**src/rtl/user_proj_timer_pkg.sv**
```systemverilog
// user_proj_timer_pkg: shared mode encoding and register map for the multi-channel timer
package user_proj_timer_pkg;
  typedef enum logic [1:0] {MODE_ONESHOT, MODE_PERIODIC, MODE_PWM, MODE_CAPTURE} mode_e;
  localparam logic [1:0] REG_CTRL = 2'd0;
  localparam logic [1:0] REG_LOAD = 2'd1;
  localparam logic [1:0] REG_CMP  = 2'd2;
  localparam logic [1:0] REG_CNT  = 2'd3;
  localparam int CTRL_EN     = 0;
  localparam int CTRL_MODE   = 1;
  localparam int CTRL_IRQ_EN = 3;
  localparam int CTRL_FLAG   = 4;
endpackage

```
**src/rtl/user_proj_timer_ch.sv**
```systemverilog
// user_proj_timer_ch: one timer channel with its registers, down-counter, capture synchroniser and pin logic
module user_proj_timer_ch
  import user_proj_timer_pkg::*;
#(
  parameter int WIDTH = 16
) (
  input  logic             i_clk,
  input  logic             i_rst_n,
  input  logic             i_tick,
  input  logic             i_we,
  input  logic [1:0]       i_reg,
  input  logic [WIDTH-1:0] i_wdata,
  input  logic             i_in,
  output logic [4:0]       o_ctrl,
  output logic [WIDTH-1:0] o_load,
  output logic [WIDTH-1:0] o_cmp,
  output logic [WIDTH-1:0] o_cnt,
  output logic             o_out,
  output logic             o_oeb,
  output logic             o_irq_req
);
  mode_e            r_mode;
  logic             r_en, r_irq_en, r_flag, r_out, r_edge;
  logic [2:0]       r_sync;
  logic [WIDTH-1:0] r_load, r_cmp, r_cnt;
  logic             w_expire, w_cap, w_wr_ctrl, w_clr;
  assign w_expire  = i_tick & r_en & (r_cnt == '0);
  assign w_cap     = r_edge & r_en & (r_mode == MODE_CAPTURE);
  assign w_wr_ctrl = i_we & (i_reg == REG_CTRL);
  assign w_clr     = i_we & (i_reg == REG_CNT) & i_wdata[0];
  // Later assignments win: register writes override counter updates, capture overrides a CMP write.
  always_ff @(posedge i_clk or negedge i_rst_n) begin
    if (!i_rst_n) begin
      r_mode   <= MODE_ONESHOT;
      r_en     <= 1'b0;
      r_irq_en <= 1'b0;
      r_flag   <= 1'b0;
      r_out    <= 1'b0;
      r_edge   <= 1'b0;
      r_sync   <= '0;
      r_load   <= '0;
      r_cmp    <= '0;
      r_cnt    <= '0;
    end else begin
      r_sync <= {r_sync[1:0], i_in};
      r_edge <= r_sync[1] & ~r_sync[2];
      r_flag <= w_expire | w_cap | (r_flag & ~w_clr);
      if (i_tick && r_en)
        r_cnt <= (r_cnt != '0) ? r_cnt - 1'b1 : (r_mode == MODE_ONESHOT) ? r_cnt : r_load;
      if (w_expire && r_mode == MODE_ONESHOT) r_en <= 1'b0;
      if (r_mode == MODE_PWM) r_out <= r_en & (r_cnt < r_cmp);
      else if (r_mode == MODE_CAPTURE) r_out <= 1'b0;
      else if (w_expire) r_out <= ~r_out;
      if (w_wr_ctrl) begin
        r_en     <= i_wdata[CTRL_EN];
        r_mode   <= mode_e'(i_wdata[CTRL_MODE +: 2]);
        r_irq_en <= i_wdata[CTRL_IRQ_EN];
        if (i_wdata[CTRL_EN] && !r_en) r_cnt <= r_load;
        if (!i_wdata[CTRL_EN]) r_out <= 1'b0;
      end
      if (i_we && i_reg == REG_LOAD) r_load <= i_wdata;
      if (i_we && i_reg == REG_CMP) r_cmp <= i_wdata;
      if (w_cap) r_cmp <= r_cnt;
    end
  end
  assign o_ctrl    = {r_flag, r_irq_en, r_mode, r_en};
  assign o_load    = r_load;
  assign o_cmp     = r_cmp;
  assign o_cnt     = r_cnt;
  assign o_out     = r_out;
  assign o_oeb     = ~r_en | (r_mode == MODE_CAPTURE);
  assign o_irq_req = r_flag & r_irq_en;
endmodule

```
**src/rtl/user_proj_timer_mc.sv**
```systemverilog
// user_proj_timer_mc: CHANNELS timers sharing one prescaler, with register decode, read mux and irq
module user_proj_timer_mc
  import user_proj_timer_pkg::*;
#(
  parameter int CHANNELS = 4,
  parameter int WIDTH    = 16,
  parameter int PRESCALE = 1
) (
  input  logic                         wb_clk_i,
  input  logic                         wb_rst_ni,
  input  logic                         cfg_we,
  input  logic                         cfg_re,
  input  logic [$clog2(CHANNELS)+1:0]  cfg_addr,
  input  logic [WIDTH-1:0]             cfg_wdata,
  output logic [WIDTH-1:0]             cfg_rdata,
  output logic                         cfg_rvalid,
  input  logic [CHANNELS-1:0]          ch_in,
  output logic [CHANNELS-1:0]          ch_out,
  output logic [CHANNELS-1:0]          ch_oeb,
  output logic                         irq
);
  localparam int AW = $clog2(CHANNELS) + 2;
  logic [15:0]                    r_pre;
  logic [WIDTH-1:0]               r_rdata, w_rd;
  logic                           r_rvalid, r_irq, w_tick;
  logic [AW-1:0]                  w_ch;
  logic [CHANNELS-1:0][4:0]       w_ctrl;
  logic [CHANNELS-1:0][WIDTH-1:0] w_load, w_cmp, w_cnt;
  logic [CHANNELS-1:0]            w_irq_req;
  assign w_tick = r_pre == 16'(PRESCALE - 1);
  assign w_ch   = cfg_addr >> 2;
  for (genvar i = 0; i < CHANNELS; i++) begin : g_ch
    user_proj_timer_ch #(.WIDTH(WIDTH)) u_ch (
      .i_clk     (wb_clk_i),
      .i_rst_n   (wb_rst_ni),
      .i_tick    (w_tick),
      .i_we      (cfg_we && w_ch == AW'(i)),
      .i_reg     (cfg_addr[1:0]),
      .i_wdata   (cfg_wdata),
      .i_in      (ch_in[i]),
      .o_ctrl    (w_ctrl[i]),
      .o_load    (w_load[i]),
      .o_cmp     (w_cmp[i]),
      .o_cnt     (w_cnt[i]),
      .o_out     (ch_out[i]),
      .o_oeb     (ch_oeb[i]),
      .o_irq_req (w_irq_req[i])
    );
  end
  // Channel numbers with no matching instance fall through to zero.
  always_comb begin
    w_rd = '0;
    for (int k = 0; k < CHANNELS; k++)
      if (w_ch == AW'(k))
        w_rd = (cfg_addr[1:0] == REG_CTRL) ? WIDTH'(w_ctrl[k]) :
               (cfg_addr[1:0] == REG_LOAD) ? w_load[k] :
               (cfg_addr[1:0] == REG_CMP)  ? w_cmp[k]  : w_cnt[k];
  end
  always_ff @(posedge wb_clk_i or negedge wb_rst_ni) begin
    if (!wb_rst_ni) begin
      r_pre    <= '0;
      r_rdata  <= '0;
      r_rvalid <= 1'b0;
      r_irq    <= 1'b0;
    end else begin
      r_pre    <= w_tick ? '0 : r_pre + 1'b1;
      r_rvalid <= cfg_re;
      r_irq    <= |w_irq_req;
      if (cfg_re) r_rdata <= w_rd;
    end
  end
  assign cfg_rdata  = r_rdata;
  assign cfg_rvalid = r_rvalid;
  assign irq        = r_irq;
endmodule

```
**config.mk**
```make
export PLATFORM = sky130hd
export DESIGN_NAME = user_proj_timer_mc
export DESIGN_NICKNAME = d
export VERILOG_FILES = /design/src/rtl/user_proj_timer_pkg.sv /design/src/rtl/user_proj_timer_ch.sv /design/src/rtl/user_proj_timer_mc.sv
export SDC_FILE = /design/constraint.sdc
export NUM_CORES = 1
export LEC_CHECK = 0
export CAP_MARGIN = 5
export CORE_MARGIN = 3
export CORE_UTILIZATION = 30
export CTS_CLUSTER_SIZE = 28
export DETAILED_ROUTE_END_ITERATION = 10
export PLACE_DENSITY = 0.43
export SYNTH_ARGS = -nofsm -noshare
export SYNTH_HDL_FRONTEND = slang
export SYNTH_HIERARCHICAL = 1
export SYNTH_SLANG_ARGS = --single-unit
```
**constraint.sdc**
```tcl
create_clock -name wb_clk_i -period 7.7 [get_ports wb_clk_i]
set_clock_uncertainty 0.05 [all_clocks]
set_input_delay 1.54 -clock wb_clk_i [delete_from_list [all_inputs] [get_ports wb_clk_i]]
set_output_delay 1.54 -clock wb_clk_i [all_outputs]
set_load 0.01 [all_outputs]
```
; ---- Word-level counts from Yosys, hierarchy flattened
; Cells that the tools add are included.
[word_totals]
ff_bits = 266
in_bits = 28
wordCells = 264
[op_classes]
addsub = 5
n_lt_le_gt_ge = 4
n_eq_ne = 14
n_mux = 73
bitwise = 72
reduce_logical = 52
[ops]
columns = operator, n
row1 = $mux W16, 45
row2 = $logic_not A16 Y1, 5
row3 = $lt A16 B16 Y1, 4
row4 = $reduce_bool A16 Y1, 4
row5 = $sub A16 B1 Y16 const B, 4
row6 = $and A1 B1 Y1, 44
row7 = $mux W1, 28
row8 = $eq A2 B2 Y1 const B, 12
row9 = $logic_and A1 B1 Y1, 24
row10 = $add A16 B1 Y16 const B, 1
row11 = $not A1 Y1, 16
row12 = $reduce_bool A2 Y1, 8
row13 = $or A1 B1 Y1, 12
row14 = $logic_not A2 Y1, 5
row15 = $eq A2 B1 Y1 const B, 2
row16 = $logic_not A1 Y1, 4
row17 = $logic_not A4 Y1, 1
row18 = $reduce_or A4 Y1, 1

; ---- Logic depth before layout (Yosys ltp)
; Gate-level depths: netlist of run 1.
[depth]
word_depth = 8
mapped_depth = 10
ltp_nobuf = 9

; ---- Cells and area by module
; The synthesis of run 1 kept the hierarchy.
[by_module_without_submodules]
columns = module, n_inst, cells_per_inst, area_per_inst_um2
row1 = user_proj_timer_ch (g_ch[0].u_ch ...), 3, 319, 3220.6
row2 = user_proj_timer_mc, 1, 346, 3488.3
row3 = user_proj_timer_ch (g_ch[3].u_ch), 1, 345, 3365.7

; ---- Worst setup path after synthesis of run 1
; Ideal clock, no wire load.
[synth_timing]
kind = in2reg
from = input port cfg_addr[2]
to = register g_ch[3].u_ch.r_cnt[1]
arrival_ns = 3.555
path_slack_ns = 3.970
path_stages = 10
path_buffers = 4
cell_sequence = buf_2 > buf_2 > clkbuf_1 > and3_1 > nor3b_2 > nand3b_1 > clkbuf_1 > nand2_1 > nor3_1 > a211o_1
[synth_between]
elab_chain_cells = 4
[synth_rtl]
columns = item, line_no
row1 = "start, declared", user_proj_timer_mc.sv:13  ; input logic [$clog2(CHANNELS)+1:0] cfg_addr,
row2 = $eq A2 B2 Y1, user_proj_timer_mc.sv:37  ; .i_we (cfg_we && w_ch == AW'(i)),
row3 = $logic_and A1 B1 Y1, user_proj_timer_mc.sv:37
row4 = $and A1 B1 Y1, user_proj_timer_ch.sv:29  ; assign w_wr_ctrl = i_we & (i_reg == REG_CTRL);
row5 = $mux W16, user_proj_timer_ch.sv:54  ; if (w_wr_ctrl) begin
row6 = "end signal, assigned", user_proj_timer_ch.sv:49  ; r_cnt <= (r_cnt != '0) ? r_cnt - 1'b1 : (r_mode == MODE_ONESHOT) ? r_cnt : r_load;
row7 = "end signal, assigned", user_proj_timer_ch.sv:58  ; if (i_wdata[CTRL_EN] && !r_en) r_cnt <= r_load;
row8 = "end, declared", user_proj_timer_ch.sv:25  ; logic [WIDTH-1:0] r_load, r_cmp, r_cnt;
; No other way between the ends.
; A chain may end at the register's enable or synchronous reset.

; ---- Worst setup path after layout of run 1
[layout_timing]
from = input port cfg_addr[3]
to = register g_ch[3].u_ch.r_cnt[2]
; Same word-level chain as after synthesis.

==> reports/metrics.yaml, run 1 <==
critical_path:
  reg2regPathDepth: 8
  endpoint: "g_ch[3].u_ch/o_cnt[2]"
  r2r_start: "r_pre[7]"
  critPathRequiredTime_ns: 8.09
  cp.arrival_ns: 4.88
  startpoint: "cfg_addr[3]"
  path_max_fanout: 15
  critPathLaunchType: "input pin"
  r2r_setup_slack_ns: 4.64
  critical_path_class: "in -> reg"
  r2r-end: "g_ch[3].u_ch/o_cnt[10]"
  cp-end-kind: "register"
synthesis:
  syn_area_per_cell_um2: 10.0
  synth_top_area_share: 0.403
  synth_cells: 1648
  yosys-top-cells-count: "dfrtp_1, nor2_1, mux2i_1"
  ys_ff_latch: 266
  synth_seq_area_share: 0.403
  ys.flop_type: "dfrtp_1"
  syn-num-nets: 1746
  synth_top_area_cell: "dfrtp_1"
  ys_types: 75
  syn-cell-area_um2: 16500
  synth.most_common_cell: "dfrtp_1"
  synthArstFlopShare: 1.00
  synth-edff-count: 0
  ys_top_cells_by_area: "dfrtp_1, mux2i_1, mux2_2"
  yosys_warnings: 6
sta:
  finalCritPeriodShare: 0.583
  tightestPinTransition_ns: 1.18
  setup_violations: 0
  clock.fmax_ghz: 0.223
  maxSlewHeadroom: 0.211
  hold_ws_ns: 0.295
  finalSetupTns_ns: 0
  hold_viol: 0
  finalWorstPathRequiredPeriod_ns: 4.49
  rsz0062_at_grt: "no"
  finalMaxSlewViolations: 0
global_route:
  antenna_found_initial: 6
  grt_pass1_wl_um: 85900
  grt_max_degree: 94
  grtUsageTotal: 0.199
  gr-total-overflow: 0
  grt_pass1_vias: 12800
die:
  core_um2: 54100
  initial_utilization: 0.305
  ioPinCount: 54
  num_rows: 85
  dieArea_um2: 57900
  dieWidth_um: 241
  die_y_um: 241
drt:
  wl_um: 57700
  first_pass_iters: 5
  wl_per_cell_um: 24.2
  vias: 13200
  viasPerCell: 5.54
  drc: 0
  ant_nets: 0
  drtIter0Drc: 968
clock_tree:
  cts_tree: "built"
  numClockSinks: 266
  cts_buffer_depth: 3
  cts-buffers-inserted: 35
  cts_setup_buffers: 0
  root_buffer: "clkbuf_16"
  clk_latency_ns: 0.55
  h-tree-depth: 2
  hold_buffers: 0
  post_cts_resize_count: 0
  path_clk_slew_ns: 0.06
layout:
  final_nets: 1765
  area_delta_synth_final_pct: 12.6
  fin_cells: 2388
  fillCellCount: 5466
  layout-drive-gt1-share: 0.130
  utilization: 0.343
placement:
  portBuffers: 53
  gp_congestion: 0.856
  dp_cells: 2326
  hpwl_um: 40300
worst_hold_path:
  hold_class: "reg -> reg"
  holdPathStages: 0
run_status:
  status: "completed"
run:
  drv_cap: 0
power:
  cellPowerDensity_nw_per_um2: 312
  peakVddDrop_mv: 0.143
  p_leak_uw: 0.00832
[power breakdown]
part / internal (uW) / switching [uW]
logic: 831 / 928
registers: 1780 / 619
clock network: 979 / 659
total: 3590 / 2210
[worst min-delay path by stage]
stage               slack, ns                      to                    from
CTS                      0.30  g_ch[1].u_ch/r_sync[1]  g_ch[1].u_ch/r_sync[0]
global route             0.30  g_ch[1].u_ch/r_sync[1]  g_ch[1].u_ch/r_sync[0]
floorplan                0.28  g_ch[0].u_ch/r_sync[1]  g_ch[0].u_ch/r_sync[0]
finish                   0.29  g_ch[1].u_ch/r_sync[1]  g_ch[1].u_ch/r_sync[0]
global placement         0.29  g_ch[1].u_ch/r_sync[1]  g_ch[1].u_ch/r_sync[0]
detailed placement       0.29  g_ch[1].u_ch/r_sync[1]  g_ch[1].u_ch/r_sync[0]
[metal layers]
layer | global-route usage | up-vias | part of all wire
li1 | - | 6149 | -
met1 | 0.279 | 6668 | 0.46
met2 | 0.315 | 332 | 0.46
met3 | 0.0362 | 75 | 0.051
met4 | 0.0543 | 4 | 0.025
met5 | 0 | - | 0.00036
[logic make-up (layout without fill, tap and decap cells)]
group,after synthesis,count (layout),share of synthesized area
other cells,0,1,0
simple gates,519,519,0.165
xor+xnor,27,27,0.0143
mux,242,242,0.166
fa+ha+maj,70,70,0.0530
buf+inv,185,228,0.0566
compound gates,339,339,0.142
flops,266,266,0.403
[stage by stage]
stage                     worst slack, ns  power (uW)  instance area, um^2
final                                3.21        5800                18600
after global routing                 3.05        6180                18600
after CTS                            3.22        5860                18600
after detailed placement             2.63        4180                17500
after global placement               2.74        4160                17500
after floorplan                      3.97        3450                16500
[layout make-up]
| type | instances | area, um^2 | share of cell area |
|---|---|---|---|
| inverter | 97 | 364 | 0.0196 |
| sequential | 266 | 6660 | 0.358 |
| multi-input combinational | 1197 | 8920 | 0.480 |
| tap | 696 | 871 | 0.0468 |
| timing repair buffer | 70 | 654 | 0.0352 |
| clock buffer | 56 | 1070 | 0.0574 |
| clock inverter | 5 | 50.0 | 0.00269 |
| antenna | 1 | 2.50 | 0.000135 |
[flip-flops by register name, indices dropped and copies added (netlist names)]
signal and cells:
g_ch.u_ch/r_flag 4, cfg_rdata 16, g_ch.u_ch/r_sync 12, g_ch.u_ch/r_edge 4, cfg_rvalid 1, g_ch.u_ch/r_mode 8
g_ch.u_ch/o_cnt 64, g_ch.u_ch/o_cmp 64, g_ch.u_ch/r_en 4, g_ch.u_ch/o_out 4, g_ch.u_ch/r_irq_en 4, r_pre 16
g_ch.u_ch/o_load 64, irq 1
[placed cells by master (no fill, tap or decap), drive strengths merged, types with 49 or more instances in the layout]
master and count:
nor2 162, nand3 63, dfrtp 266, inv 97, clkbuf 56, clkdlybuf4s50 49
nand2 83, a21oi 112, mux2i 139, ha 70, mux2 88
[worst max-delay path, cell delays in order]
cell	delay [ns]
clkdlybuf4s50_1	0.98
and3_1	0.38
nor3b_2	0.43
nand3b_1	0.51
a2bb2oi_2	0.61
a21oi_1	0.13
a311oi_1	0.28
No activity file was read; power rests on OpenSTA's default activity.
==> run 2, diff against run 1 <==
--- a/config.mk
+++ b/config.mk
@@ -10,7 +10,7 @@
 export CORE_UTILIZATION = 30
 export CTS_CLUSTER_SIZE = 28
 export DETAILED_ROUTE_END_ITERATION = 10
-export PLACE_DENSITY = 0.43
+export PLACE_DENSITY = 0.44
 export SYNTH_ARGS = -nofsm -noshare
 export SYNTH_HDL_FRONTEND = slang
 export SYNTH_HIERARCHICAL = 1
==> constraint.sdc (replaced) <==
create_clock -name wb_clk_i -period 4 [get_ports wb_clk_i]
set_clock_uncertainty 0.05 [all_clocks]
set_input_delay 0.8 -clock wb_clk_i [delete_from_list [all_inputs] [get_ports wb_clk_i]]
set_output_delay 0.8 -clock wb_clk_i [all_outputs]
set_load 0.01 [all_outputs]
==> reports/metrics.yaml, run 2 (synthesis results as in run 1) <==
layout:
  final_cell_mix: "dfrtp_1, nor2_1, mux2i_1"
  layout_commonest_cell: "dfrtp_1"
  diodes: 0
  area_delta_synth_final_pct: 14.0
  final_nets: 1794
  utilization: 0.348
  layout-drive-gt1-share: 0.145
die:
  initial_utilization: 0.305
  ioPinCount: 54
  dieWidth_um: 241
  num_rows: 85
  dieArea_um2: 57900
  die_y_um: 241
  core_um2: 54100
sta:
  setup_violations: 0
  layout_setup_ws_ns: 1.03
  finalWorstPathRequiredPeriod_ns: 2.97
  maxSlewHeadroom: 0.350
  clock.fmax_ghz: 0.337
  finalCritPeriodShare: 0.742
  finalMaxSlewViolations: 0
  hold_viol: 0
  tightestPinTransition_ns: 0.972
  rsz0062_at_grt: "no"
  finalSetupTns_ns: 0
clock_tree:
  root_buffer: "clkbuf_16"
  cts_tree: "built"
  path_clk_slew_ns: 0.06
  hold_buffers: 0
  numClockSinks: 266
  cts-buffers-inserted: 36
  post_cts_resize_count: 0
  cts_buffer_depth: 3
  clk_latency_ns: 0.55
  cts_setup_buffers: 0
  h-tree-depth: 2
drt:
  first_pass_iters: 5
  ant_nets: 0
  vias: 13300
  wl_um: 58000
  wl_per_cell_um: 24.0
  viasPerCell: 5.49
  drtIter0Drc: 1135
  drc: 0
critical_path:
  path_cells: "clkdlybuf4s50_1, buf_4, nor2b_1, and2_1, nor3b_2, buf_4, a31oi_1, a31oi_1, o21a_1, o221a_2"
  critical_path_class: "in -> reg"
  cp-end-kind: "register"
  cp.arrival_ns: 3.41
  r2r-end: "g_ch[3].u_ch/o_cnt[10]"
  critPathRequiredTime_ns: 4.44
  cpLargestDelayFamily: "compound AO/OA/AOI/OAI gates"
  critPathLaunchType: "input pin"
  reg2regPathDepth: 8
  cpPeakStageDelay_ns: 0.59
  path_max_fanout: 15
  critPathBufInv: 3
  r2r_start: "r_pre[7]"
  r2r_setup_slack_ns: 1.06
  worst_path_max_delay_cell: "a31oi_1"
placement:
  hpwl_um: 41900
  portBuffers: 53
  preCtsSetupSlack_ns: 0.493
  gp_congestion: 0.878
power:
  peakVddDrop_mv: 0.260
  cellPowerDensity_nw_per_um2: 592
  p_leak_uw: 0.00846
run_status:
  status: "completed"
global_route:
  grt_max_degree: 91
  grt_pass1_wl_um: 88000
  antenna_found_initial: 2
  grt_pass1_vias: 13400
  grtUsageTotal: 0.202
  gr-total-overflow: 0
run:
  drv_cap: 0
worst_hold_path:
  hold_class: "in -> async"
[run 2: cell count changes in the layout (fill, tap and decap cells not counted)]
cell,change
clkbuf_1,-4
clkinv_4,+1
clkinvlp_4,+1
diode_2,-1
buf_4,+23
inv_6,+3
buf_12,+5
clkbuf_8,-4
[run 2: metrics by stage]
| step | cells | hold slack [ns] | area, um^2 | total power (uW) |
|---|---|---|---|---|
| 6_report | 2412 | 0.262 | 18800 | 11200 |
| 5_1_grt | 2412 | 0.298 | 18800 | 11900 |
| 4_1_cts | 2412 | 0.272 | 18800 | 11300 |
| 3_5_place_dp | 2354 | 0.289 | 17700 | 8100 |
| 3_3_place_gp | 2354 | 0.289 | 17700 | 8040 |
| 2_1_floorplan | 1648 | 0.281 | 16500 | 6640 |
[run 2: layout make-up]
type	instances	area, um^2
Multi-Input combinational cell	1197	8920
Sequential cell	266	6660
Tap cell	696	871
Fill cell	5524	35300
Clock buffer	48	997
Timing Repair Buffer	98	927
Clock inverter	10	92.6
Inverter	97	364
[run 2: worst max path at each step]
stage / slack, ns / to / depth (start not counted) / from
after floorplan: 1.01 / g_ch[3].u_ch/o_cnt[1] / 10 / cfg_addr[2]
after global placement: 0.50 / g_ch[2].u_ch/o_cnt[14] / 10 / cfg_addr[3]
after detailed placement: 0.49 / g_ch[2].u_ch/o_cnt[14] / 10 / cfg_addr[3]
after CTS: 1.04 / g_ch[3].u_ch/o_cnt[10] / 8 / r_pre[7]
after global routing: 0.73 / g_ch[3].u_ch/o_cnt[10] / 8 / r_pre[7]
final: 1.03 / g_ch[2].u_ch/o_cnt[8] / 10 / cfg_addr[3]
[run 2: power breakdown]
group          internal, uW  leakage, uW  switching [uW]
logic                  1620      0.00484            1820
registers              3430      0.00309            1190
clock network          1810     0.000535            1270
total                  6860      0.00846            4290
[run 2: worst reg2reg max path: stages (launching register included)]
cell and delay, ns:
dfrtp_1 0.44, nor4_1 0.29, nand3_1 0.10, nor2_1 0.09, buf_4 0.29, nand2_1 0.49
nor2_1 0.68, a211oi_1 0.15, a311oi_1 0.26
[run 2: layer usage]
metal / vias to the layer above / track usage / part of all wire
li1: 6200 / - / -
met1: 6678 / 0.287 / 0.47
met2: 306 / 0.330 / 0.46
met3: 67 / 0.0247 / 0.048
met4: 0 / 0.0459 / 0.021
met5: - / 0 / 0
